==> config.mk <==
export PLATFORM = sky130hd
export DESIGN_NAME = hit_manager
export DESIGN_NICKNAME = d
export VERILOG_FILES = /design/src/rtl/hit_manager.sv
export SDC_FILE = /design/constraint.sdc
export NUM_CORES = 1
export LEC_CHECK = 0
export CAP_MARGIN = 20
export CORE_MARGIN = 2
export CORE_UTILIZATION = 40
export CTS_CLUSTER_SIZE = 16
export DETAILED_ROUTE_END_ITERATION = 8
export MAX_ROUTING_LAYER = met4
export PLACE_DENSITY = 0.65
export SLEW_MARGIN = 20
export SYNTH_ARGS = -nofsm -noshare
export SYNTH_HDL_FRONTEND = slang
export SYNTH_SLANG_ARGS = --single-unit
==> constraint.sdc <==
create_clock -name clk -period 5.4 [get_ports clk]
set_input_delay 1.08 -clock clk [delete_from_list [all_inputs] [get_ports clk]]
set_output_delay 1.08 -clock clk [all_outputs]
set_load 0.01 [all_outputs]
==> src/rtl/hit_manager.sv <==
// Frame-level collision controller: snapshots positions on frame_tick, scans objects
// through one shared hitbox comparator, then applies damage, i-frames and lives.
module hit_manager #(
    parameter int NUM_OBJ  = 4,
    parameter int PLAYER_R = 8,
    parameter int OBJ_R    = 16,
    parameter int LIVES    = 3,
    parameter int IFRAMES  = 60,
    localparam int IDX_W   = (NUM_OBJ > 1) ? $clog2(NUM_OBJ) : 1
) (
    input  logic                    clk,
    input  logic                    rst,
    input  logic                    frame_tick,
    input  logic [9:0]              player_x,
    input  logic [9:0]              player_y,
    input  logic [10*NUM_OBJ-1:0]   obj_x,
    input  logic [10*NUM_OBJ-1:0]   obj_y,
    input  logic [NUM_OBJ-1:0]      obj_valid,
    output logic                    hit,
    output logic [IDX_W-1:0]        hit_idx,
    output logic [2:0]              lives,
    output logic                    invincible,
    output logic                    busy,
    output logic                    game_over
);

    localparam logic [10:0]      THR      = 11'(PLAYER_R + OBJ_R);
    localparam logic [IDX_W-1:0] LAST_IDX = IDX_W'(NUM_OBJ - 1);
    localparam logic [7:0]       IFR      = 8'(IFRAMES);
    localparam logic [2:0]       LIVES_I  = 3'(LIVES);

    typedef enum logic [1:0] {IDLE, SCAN, UPDATE, OVER} state_t;

    state_t                  state_q, state_d;
    logic [IDX_W-1:0]        idx_q, idx_d;
    logic                    found_q, found_d;
    logic [9:0]              px_q, px_d, py_q, py_d;
    logic [10*NUM_OBJ-1:0]   ox_q, ox_d, oy_q, oy_d;
    logic [NUM_OBJ-1:0]      ov_q, ov_d;
    logic [2:0]              lives_q, lives_d;
    logic [7:0]              inv_q, inv_d;
    logic                    hit_q, hit_d;
    logic [IDX_W-1:0]        hit_idx_q, hit_idx_d;

    logic [9:0]              cur_ox, cur_oy;
    logic                    cur_v;
    logic                    overlap;

    // Plain magnitude difference: no modular wrap across the screen edge.
    function automatic logic [9:0] absdiff(input logic [9:0] a, input logic [9:0] b);
        return (a >= b) ? (a - b) : (b - a);
    endfunction

    always_comb begin
        cur_ox = '0;
        cur_oy = '0;
        cur_v  = 1'b0;
        for (int k = 0; k < NUM_OBJ; k++) begin
            if (idx_q == IDX_W'(k)) begin
                cur_ox = ox_q[10*k +: 10];
                cur_oy = oy_q[10*k +: 10];
                cur_v  = ov_q[k];
            end
        end
        overlap = cur_v
                  && ({1'b0, absdiff(px_q, cur_ox)} < THR)
                  && ({1'b0, absdiff(py_q, cur_oy)} < THR);
    end

    always_comb begin
        state_d   = state_q;
        idx_d     = idx_q;
        found_d   = found_q;
        px_d      = px_q;
        py_d      = py_q;
        ox_d      = ox_q;
        oy_d      = oy_q;
        ov_d      = ov_q;
        lives_d   = lives_q;
        inv_d     = inv_q;
        hit_d     = 1'b0;
        hit_idx_d = hit_idx_q;
        case (state_q)
            IDLE: begin
                if (frame_tick) begin
                    px_d    = player_x;
                    py_d    = player_y;
                    ox_d    = obj_x;
                    oy_d    = obj_y;
                    ov_d    = obj_valid;
                    idx_d   = '0;
                    found_d = 1'b0;
                    if (inv_q != 8'd0) inv_d = inv_q - 8'd1;
                    state_d = SCAN;
                end
            end
            SCAN: begin
                // idx_q is left on the overlapping object so UPDATE can report it.
                if (overlap) begin
                    found_d = 1'b1;
                    state_d = UPDATE;
                end else if (idx_q == LAST_IDX) begin
                    state_d = UPDATE;
                end else begin
                    idx_d = idx_q + 1'b1;
                end
            end
            UPDATE: begin
                if (found_q && inv_q == 8'd0) begin
                    if (lives_q != 3'd0) lives_d = lives_q - 3'd1;
                    hit_d     = 1'b1;
                    hit_idx_d = idx_q;
                    inv_d     = IFR;
                end
                state_d = (lives_d == 3'd0) ? OVER : IDLE;
            end
            OVER: state_d = OVER;
            default: state_d = IDLE;
        endcase
    end

    always_ff @(posedge clk) begin
        if (rst) begin
            state_q   <= IDLE;
            idx_q     <= '0;
            found_q   <= 1'b0;
            px_q      <= '0;
            py_q      <= '0;
            ox_q      <= '0;
            oy_q      <= '0;
            ov_q      <= '0;
            lives_q   <= LIVES_I;
            inv_q     <= '0;
            hit_q     <= 1'b0;
            hit_idx_q <= '0;
        end else begin
            state_q   <= state_d;
            idx_q     <= idx_d;
            found_q   <= found_d;
            px_q      <= px_d;
            py_q      <= py_d;
            ox_q      <= ox_d;
            oy_q      <= oy_d;
            ov_q      <= ov_d;
            lives_q   <= lives_d;
            inv_q     <= inv_d;
            hit_q     <= hit_d;
            hit_idx_q <= hit_idx_d;
        end
    end

    assign hit        = hit_q;
    assign hit_idx    = hit_idx_q;
    assign lives      = lives_q;
    assign invincible = (inv_q != 8'd0);
    assign busy       = (state_q == SCAN) || (state_q == UPDATE);
    assign game_over  = (state_q == OVER);

endmodule
==> flow_summary_export.csv, run 1 <==
group,metric,value,unit
timing,fin_setup_tns,0,ps
power,p_clk_share,26.4,%
synthesis,synthCells,968,
clocking,cts_hold_buf,0,
synthesis,synthTopCellsByCount,"243 x nand2_1, 197 x a21oi_1, 123 x dfxtp_1, 78 x nor2_1, 54 x inv_1",
clocking,cts_buffer_depth,2,
drt,dr.pass1.iters,5,
setup_path,critPathLaunchType,"flip-flop",
clocking,clk_latency,420,ps
synthesis,synth_top_flop_cell,"dfxtp_1",
power,p_sw,1.914,mW
hold_path,min_path_cells,2,
synthesis,synth-async-reset-ratio,0,%
synthesis,yosysUniqueCellTypes,70,
timing,rsz0062_at_grt,"no",
setup_path,worstSetupPathType,"flip-flop to flip-flop",
synthesis,synth_nets,1125,
global_routing,grt_overflow,0,
drt,drt.antenna.violating_nets,0,
power,p_per_area,530.4,nW/um^2
timing,fin_crit_sh,89.57,%
setup_path,path_max_fanout,22,
timing,slew_headroom,31.07,%
synthesis,syn_area,7047,sq um
setup_path,rrSetupSlack,560,ps
global_routing,track_usage,21.31,%
global_routing,antenna_found_initial,0,
clocking,cts_root_buffer,"clkbuf_16",
finish,syn_to_final_growth,26.58,%
finish,final_nets,1205,
setup_path,worst_r2r_endpoint,"idx_q[0]",
timing,finalHoldViolCount,0,
clocking,clk_pin_slew,60,ps
timing,timing.fmax,206.7,MHz
floorplanning,core,17240,sq um
timing,worst_slack,563.2,ps
power,p_int,2.817,mW
drt,first_iter_violations,425,
drt,drc_errors,0,
synthesis,synth_edf_count,0,
floorplanning,start_util,40.88,%
setup_path,cp.required,5740,ps
clocking,cts_max_level,4,
global_routing,met2_usage,31.25,%
clocking,cts_tree,"yes",
power,p_leak,3.712,nW
clocking,cts_made_buffers,17,
drt,routedWlPerCell,14.39,um
floorplanning,die_w,136.7,um
drt,num_vias,6543,
finish,postLayoutCellArea,8920,sq um
synthesis,synth.most_common_cell,"nand2_1",
hold_path,hold_path_end,"oy_q[15]",
finish,final_cells,1286,
global_routing,grt_pass1_vias,6197,
power,pwr-share-comb,48.2,%
drt,via_per_inst,5.088,
setup_path,end_kind,"flip-flop",
power,p_seq_share,25.3,%
clocking,cts_sinks,123,
timing,setup_viol,0,
timing,clock_skew,7.777,ps
timing,worstMarginPinSlew,1034,ps
placement,place_inst,1254,
setup_path,rr_worst_depth,19,
placement,dpl_cell_area,8267,sq um
floorplanning,fp.dieH,136.7,um
power,peakVddDrop,0.3003,mV
drt,wirelength,18510,um
hold_path,min_path_type,"flip-flop to flip-flop",
global_routing,grt_max_degree,105,
setup_path,r2r-start,"idx_q[0]",
clocking,post-cts-setup-buffer-count,0,
synthesis,ys_ff_latch,123,
floorplanning,row_count,48,
global_routing,grt_util_met1,29.97,%
synthesis,yosys-top-cells-area,"dfxtp_1 35%, a21oi_1 14%, nand2_1 13%",
finish,fin_util,51.75,%
setup_path,crit_arrival,5170,ps
power,swShare,40.46,%
global_routing,grt_pass1_wl,30500,um
synthesis,seq_area_frac_synth,34.94,%
hold_path,min_from,"oy_q[15]",
timing,finalMaxSlewViolations,0,
placement,dpl.hpwl,13500,um
run_status,outcome,"finished, final reports clean",
finish,diodes,0,
placement,gp_routability_congestion,0.8836,
placement,pre_cts_ws,462.7,ps
synthesis,yosysWarnings,0,
global_routing,grt.met3_usage,3.963,%
placement,io_buffers,115,
global_routing,grt.busiest_layer,"met2",
floorplanning,die_area,18700,sq um
synthesis,yosysTopAreaCellShare,34.94,%
timing,min_period,4837,ps
synthesis,syn_area_per_cell,7.280,sq um
finish,layout-drive-gt1-share,6.409,%
floorplanning,io_pins,116,
synthesis,yosysTopAreaCell,"dfxtp_1",
flow_run,cap_violations,0,
power by group through the flow:
stage | registers, mW | clock network [mW] | logic (mW)
after floorplan | 1.18 | 0 | 1.78
after global placement | 1.21 | 0 | 2.25
after detailed placement | 1.22 | 0 | 2.26
after CTS | 1.20 | 1.27 | 2.28
after global routing | 1.22 | 1.31 | 2.55
final | 1.20 | 1.25 | 2.28
worst max-delay path, cell delays in order (launching register included):
cell and delay, ps:
dfxtp_1 340, inv_1 150, ha_1 630, buf_4 360
nor2_1 70, a21oi_1 170, nor2_1 60, a21oi_1 230
inv_1 70, ha_1 340, and4_4 220, a31o_4 250
a2111o_1 360, o2111ai_1 110, o211ai_1 170, nor4b_4 290
o211ai_1 180, a2111oi_4 410, a21oi_1 140, a211oi_2 200
kinds of logic (layout without fill, tap and decap cells):
family / count (synthesis) / in the layout / share of synthesized area (%)
mux: 6 / 6 / 0.8700
flops: 123 / 123 / 34.94
fa+ha+maj: 50 / 50 / 8.878
xor+xnor: 15 / 15 / 1.864
compound gates: 276 / 276 / 23.26
buf+inv: 118 / 211 / 7.067
simple gates: 380 / 380 / 23.12
metal layers:
metal	vias up	part of all wire [%]
met5	-	0
met4	0	1.4
met3	21	4.6
met2	157	43
met1	2965	51
li1	3400	-
final cells by class:
type,count,area [sq um]
Inverter,54,202.7
Sequential cell,123,2462
Clock buffer,21,470.5
Timing Repair Buffer,125,1224
Multi-Input combinational cell,727,4099
Fill cell,1693,8317
Tap cell,225,281.5
Clock inverter,11,180.2
cells in the final DEF (no fill, tap or decap), types with 11 or more instances in the layout:
cell	Yosys	routed
a21oi_1	197	197
buf_4	4	11
clkbuf_16	0	17
clkdlybuf4s50_1	0	114
dfxtp_1	123	123
ha_1	50	49
inv_1	54	54
nand2_1	243	242
nor2_1	78	78
o21ai_0	14	14
how the worst max path moves through the flow:
stage	cells after the start	slack, ps	to	from
floorplan	23	1060	idx_q[0]	idx_q[1]
global placement	20	540	idx_q[0]	idx_q[1]
detailed placement	20	460	idx_q[0]	idx_q[1]
CTS	20	440	idx_q[0]	idx_q[1]
global route	19	100	idx_q[0]	idx_q[0]
finish	19	560	idx_q[0]	idx_q[0]
registers in the layout, summed over array words and instances, names as in the netlist:
register / cells
px_q: 10
py_q: 10
lives: 3
hit_idx: 2
ox_q: 40
idx_q: 2
found_q: 1
ov_q: 4
state_q: 2
oy_q: 40
inv_q: 8
hit: 1
through the flow:
step	hold WS, ps	power (mW)
6_report	454.1	4.731
5_1_grt	470.4	5.082
4_1_cts	455.3	4.742
3_5_place_dp	447.1	3.475
3_3_place_gp	442.8	3.463
2_1_floorplan	436.3	2.957
repair_timing:
item	CTS	global route
endpoints found under the setup margin	0	3
endpoints found under the hold margin	0	0
gates resized for setup	0	1
Power figures use the tool's default switching activity.
==> inputs of run 2 (changes only) <==
GPL_ROUTABILITY_DRIVEN = 0   (was not set)
==> run 2 against run 1 <==
Clock power fell by 6%. Die area is the same. Non-clock buffer count decreased by 2. Core utilization down 0.31 points. Largest power group unchanged. Setup slack gained 63 ps. Flip-flop and latch count stayed put. Count of clock-buffer cells in the layout up 3. Sequential share of layout area grew 0.17 points. Via count fell by 0.14%.
==> flow_summary_export.csv, run 2 (same netlist as run 1, synthesis figures left out) <==
group,metric,value,unit
drt,via_per_inst,5.089,
global_routing,grt_overflow,0,
drt,drt.antenna.violating_nets,0,
setup_path,crit_family,"compound AO/OA/AOI/OAI gates",
drt,dr.pass1.iters,5,
timing,slew_headroom,30.65,%
timing,min_period,4774,ps
timing,worstMarginPinSlew,1040,ps
drt,routedWlPerCell,14.33,um
setup_path,worst-path-buf-inv,3,
setup_path,critPathLaunchType,"flip-flop",
setup_path,crit_top_cell,"a21oi_1",
flow_run,cap_violations,0,
finish,final_nets,1203,
clocking,cts_sinks,123,
setup_path,max_stage_delay,490,ps
floorplanning,io_pins,116,
timing,timing.fmax,209.5,MHz
placement,io_buffers,115,
clocking,post-cts-setup-buffer-count,0,
power,p_per_area,521.4,nW/um^2
global_routing,antenna_found_initial,0,
clocking,cts_max_level,4,
setup_path,path_max_fanout,26,
global_routing,track_usage,21.19,%
clocking,ctsResizeCount,0,
setup_path,worstSetupPathType,"flip-flop to flip-flop",
setup_path,end_kind,"flip-flop",
finish,final_cell_mix,"242 x nand2_1, 197 x a21oi_1, 123 x dfxtp_1",
setup_path,cp_slowest_cell,"ha_2",
drt,wirelength,18410,um
power,power,4.623,mW
global_routing,grt_pass1_vias,6234,
run_status,outcome,"finished, final reports clean",
clocking,cts_buffer_depth,2,
finish,syn_to_final_growth,25.82,%
timing,fin_crit_sh,88.41,%
finish,reg_top3,"ox_q: 40 flops, oy_q: 40 flops",
timing,fin_setup_tns,0,ps
drt,num_vias,6534,
timing,rsz0062_at_grt,"no",
clocking,cts_root_buffer,"clkbuf_16",
setup_path,crit_arrival,5110,ps
clocking,cts_tree,"yes",
global_routing,grt_max_degree,106,
clocking,cts_made_buffers,17,
timing,setup_viol,0,
floorplanning,die_w,136.7,um
placement,dpl.hpwl,13020,um
timing,clock_skew,7.228,ps
global_routing,grt_pass1_wl,30580,um
clocking,cts_hold_buf,0,
floorplanning,die_area,18700,sq um
timing,finalHoldViolCount,0,
floorplanning,start_util,40.88,%
setup_path,cp.required,5740,ps
finish,diodes,0,
floorplanning,row_count,48,
power,p_leak,3.683,nW
floorplanning,core,17240,sq um
timing,finalMaxSlewViolations,0,
finish,layout-drive-gt1-share,6.138,%
drt,drc_errors,0,
finish,layout_commonest_cell,"nand2_1",
clocking,clk_latency,420,ps
drt,first_iter_violations,487,
setup_path,crit_chain,"inv_1 -> ha_2 -> buf_4 -> nor2_1 -> a21oi_1 -> nor2_1 -> a21oi_1 -> nor2_1 -> a21oi_1 -> inv_1 -> ha_1 -> and4_4 -> a31o_4 -> a2111o_1 -> o2111ai_1 -> o211ai_1 -> nor4b_4 -> o211ai_1 -> a2111oi_4 -> a21oi_1 -> a211oi_2",
clocking,clk_pin_slew,60,ps
floorplanning,fp.dieH,136.7,um
power,peakVddDrop,0.2791,mV
hold_path,min_path_type,"flip-flop to flip-flop",
==> run 2: layer usage <==
layer / wire length [um] / GRT usage, %
met2: 8240 / 31.06
met1: 9135 / 29.96
met5: 0 / -
met4: 165 / 5.498
met3: 865 / 3.926
==> run 2: path summary, 6_finish.rpt <==
check,from,end,slack (ps),depth (start not counted)
max,idx_q[1],idx_q[0],630,21
min,oy_q[23],oy_q[23],450,2
max reg2reg,idx_q[1],idx_q[0],630,21
min reg2reg,oy_q[23],oy_q[23],450,2
==> run 2: area by class of cell <==
type                       count  area [sq um]
sequential                   123          2462
multi-input combinational    727          4099
fill                        1656          8371
tap                          225         281.5
inverter                      54         202.7
clock buffer                  24         501.7
clock inverter                 8         106.4
timing repair buffer         123          1212
==> run 2: worst register-to-register path: stages (launching register included) <==
cell and delay, ps:
dfxtp_1 330, inv_1 120, ha_2 490, buf_4 290, nor2_1 70, a21oi_1 120
nor2_1 50, a21oi_1 150, nor2_1 60, a21oi_1 240, inv_1 90, ha_1 390
and4_4 200, a31o_4 250, a2111o_1 360, o2111ai_1 110, o211ai_1 160, nor4b_4 280
o211ai_1 190, a2111oi_4 400, a21oi_1 140, a211oi_2 200
==> run 2: through the flow <==
step                hold slack [ps]  setup WS [ps]  util, %  instance area, sq um  std cells
global placement              442.5          505.9    47.87                  8252       1252
detailed placement            447.4          401.9    47.87                  8252       1252
global route                  466.6          111.7    51.44                  8866       1284
finish                        454.4          625.8    51.44                  8866       1284
floorplan                     436.3           1061        -                  7047        968
CTS                           455.5          352.5    51.40                  8860       1284
==> run 2: report_power, final <==
part	internal, mW	total [mW]	switching, mW
logic	0.919	2.26	1.34
registers	1.08	1.20	0.119
clock network	0.744	1.17	0.423
total	2.74	4.62	1.88
==> inputs of run 3 (changes only) <==
PLACE_DENSITY = not set   (was 0.65)
PLACE_DENSITY_LB_ADDON = 0.12   (was not set)
clock period = 4 ns   (was 5.4 ns; I/O delays follow)
==> run 3 against run 2 <==
The flow now finishes with violations (setup timing). Sequential share of layout area decreased by 4.0 points. First-iteration DRC count down 11%. Core utilization increased by 8.7 points. Final cell count grew 7.1%. Setup slack got worse by 760 ps. Largest power group unchanged. Flip-flop and latch count stayed put. Hold slack better by 1.3 ps. Sequential power increased by 37%. Highest routed layer unchanged.
==> flow_summary_export.csv, run 3 (same netlist as run 1, synthesis figures left out) <==
group,metric,value,unit
run_status,outcome,"finished, violations left",
run_status,violations,"setup timing",
setup_path,crit_family,"compound AO/OA/AOI/OAI gates",
timing,slew_headroom,39.54,%
finish,syn_to_final_growth,47.09,%
power,p_clk_share,19.4,%
floorplanning,start_util,40.88,%
timing,min_period,4138,ps
drt,drc_errors,0,
drt,num_vias,7054,
timing,fin_crit_sh,103.5,%
finish,final_cell_mix,"239 x nand2_1, 159 x a21oi_1, 121 x dfxtp_1",
floorplanning,row_count,48,
power,p_sw,3.081,mW
setup_path,worst-path-buf-inv,4,
global_routing,track_usage,22.91,%
drt,dr.pass1.iters,5,
timing,finalMaxSlewViolations,0,
finish,fill_cells,1536,
floorplanning,io_pins,116,
global_routing,grt_pass1_vias,6649,
timing,clock_skew,10.27,ps
clocking,cts_buffer_depth,2,
drt,drt.antenna.violating_nets,0,
flow_run,cap_violations,0,
placement,io_buffers,115,
setup_path,end_kind,"flip-flop",
finish,layout-drive-gt1-share,22.52,%
clocking,cts_max_level,4,
clocking,cts_tree,"yes",
global_routing,antenna_found_initial,0,
power,swShare,40.48,%
timing,rsz0062_at_grt,"yes",
global_routing,grt_pass1_wl,32670,um
finish,final_nets,1294,
global_routing,grt_max_degree,102,
drt,first_iter_violations,433,
setup_path,crit_chain,"inv_4 -> ha_4 -> buf_12 -> buf_4 -> nor2_1 -> a21oi_1 -> nor2_2 -> a21oi_2 -> nor2_1 -> a21oi_2 -> inv_2 -> ha_4 -> and4_4 -> a221o_1 -> a21oi_4 -> o211a_1 -> mux2_4 -> nor4b_4 -> o211ai_1 -> a2111oi_4 -> o211a_1 -> o32ai_1",
clocking,cts_sinks,123,
setup_path,max_stage_delay,430,ps
clocking,cts_hold_buf,0,
finish,final_cells,1375,
clocking,clk_latency,430,ps
power,pwr-share-comb,59.0,%
hold_path,min_from,"oy_q[26]",
power,p_seq_share,21.6,%
setup_path,critPathLaunchType,"flip-flop",
clocking,cts_root_buffer,"clkbuf_16",
placement,pre_cts_ws,-328.5,ps
global_routing,grt_overflow,0,
floorplanning,core,17240,sq um
setup_path,cp_slowest_cell,"a2111oi_4",
timing,worstMarginPinSlew,906.9,ps
drt,wirelength,20850,um
setup_path,crit_arrival,4440,ps
drt,via_per_inst,5.130,
power,peakVddDrop,0.4362,mV
setup_path,worstSetupPathType,"flip-flop to flip-flop",
floorplanning,fp.dieH,136.7,um
floorplanning,die_w,136.7,um
timing,setup_viol,4,
power,p_int,4.530,mW
setup_path,cp.required,4300,ps
timing,worst_slack,-138.4,ps
placement,place_inst,1320,
floorplanning,die_area,18700,sq um
hold_path,min_path_type,"flip-flop to flip-flop",
timing,finalHoldViolCount,0,
setup_path,startpoint,"idx_q[1]",
finish,reg_top3,"ox_q: 40 flops, oy_q: 40 flops",
drt,routedWlPerCell,15.16,um
setup_path,r2r-start,"idx_q[1]",
clocking,clk_pin_slew,60,ps
timing,timing.fmax,241.6,MHz
power,p_per_area,734.3,nW/um^2
finish,diodes,0,
finish,layout_commonest_cell,"nand2_1",
placement,dpl.hpwl,13710,um
clocking,cts_made_buffers,17,
power,p_leak,4.253,nW
setup_path,path_max_fanout,6,
## run 3: worst paths after layout
check / slack [ps] / to / cells after the start
hold reg to reg: 460 / oy_q[26] / 2
setup reg to reg: -140 / state_q[1] / 22
hold / removal: 460 / oy_q[26] / 2
setup / recovery: -140 / state_q[1] / 22
## run 3: routing by layer
layer	wire length, um	up-vias	GRT usage (%)
met4	284	0	6.192
met5	0	-	-
met2	9775	150	34.86
met1	10000	3297	31.04
met3	786	24	4.481
li1	-	3583	-
## run 3: worst min-delay path, stage by stage (launching register included)
cell     delay (ps)
dfxtp_1         310
nand2_1          50
a21oi_1          50
## run 3: through the flow
step	cell area, sq um	power [mW]	util (%)	TNS (ps)	hold slack, ps
2_1_floorplan	7106	4.059	-	0	436.3
3_3_place_gp	8837	5.275	51.27	-814.0	443.0
3_5_place_dp	8837	5.306	51.27	-1257	447.3
4_1_cts	9956	7.295	57.76	-350.5	456.4
5_1_grt	10360	8.119	60.13	-1306	475.1
6_report	10360	7.611	60.13	-305.8	455.7
## run 3: cell type report
type                    count  area [sq um]  area share (%)
flip-flops and latches    123          2467           23.81
clock inverters            15         140.1           1.352
inverters                  54         207.7           2.004
clock buffers              17         425.4           4.104
well taps                 225         281.5           2.716
multi-input cells         727          4738           45.71
repair buffers            214          2105           20.30
## run 3: timing repair
item | 4_1_cts | 5_1_grt
gates resized for setup | 66 | 78
setup buffers | 12 | 8
cloned | 4 | 2
pin swaps | 28 | 52
setup endpoints to repair | 5 | 5
## run 3: power by group through the flow
stage	Combinational [mW]	Clock, mW	Sequential [mW]
after floorplan	2.47	0	1.59
after global placement	3.64	0	1.63
after detailed placement	3.67	0	1.64
after CTS	4.16	1.50	1.63
after global routing	4.89	1.56	1.67
final	4.49	1.48	1.64
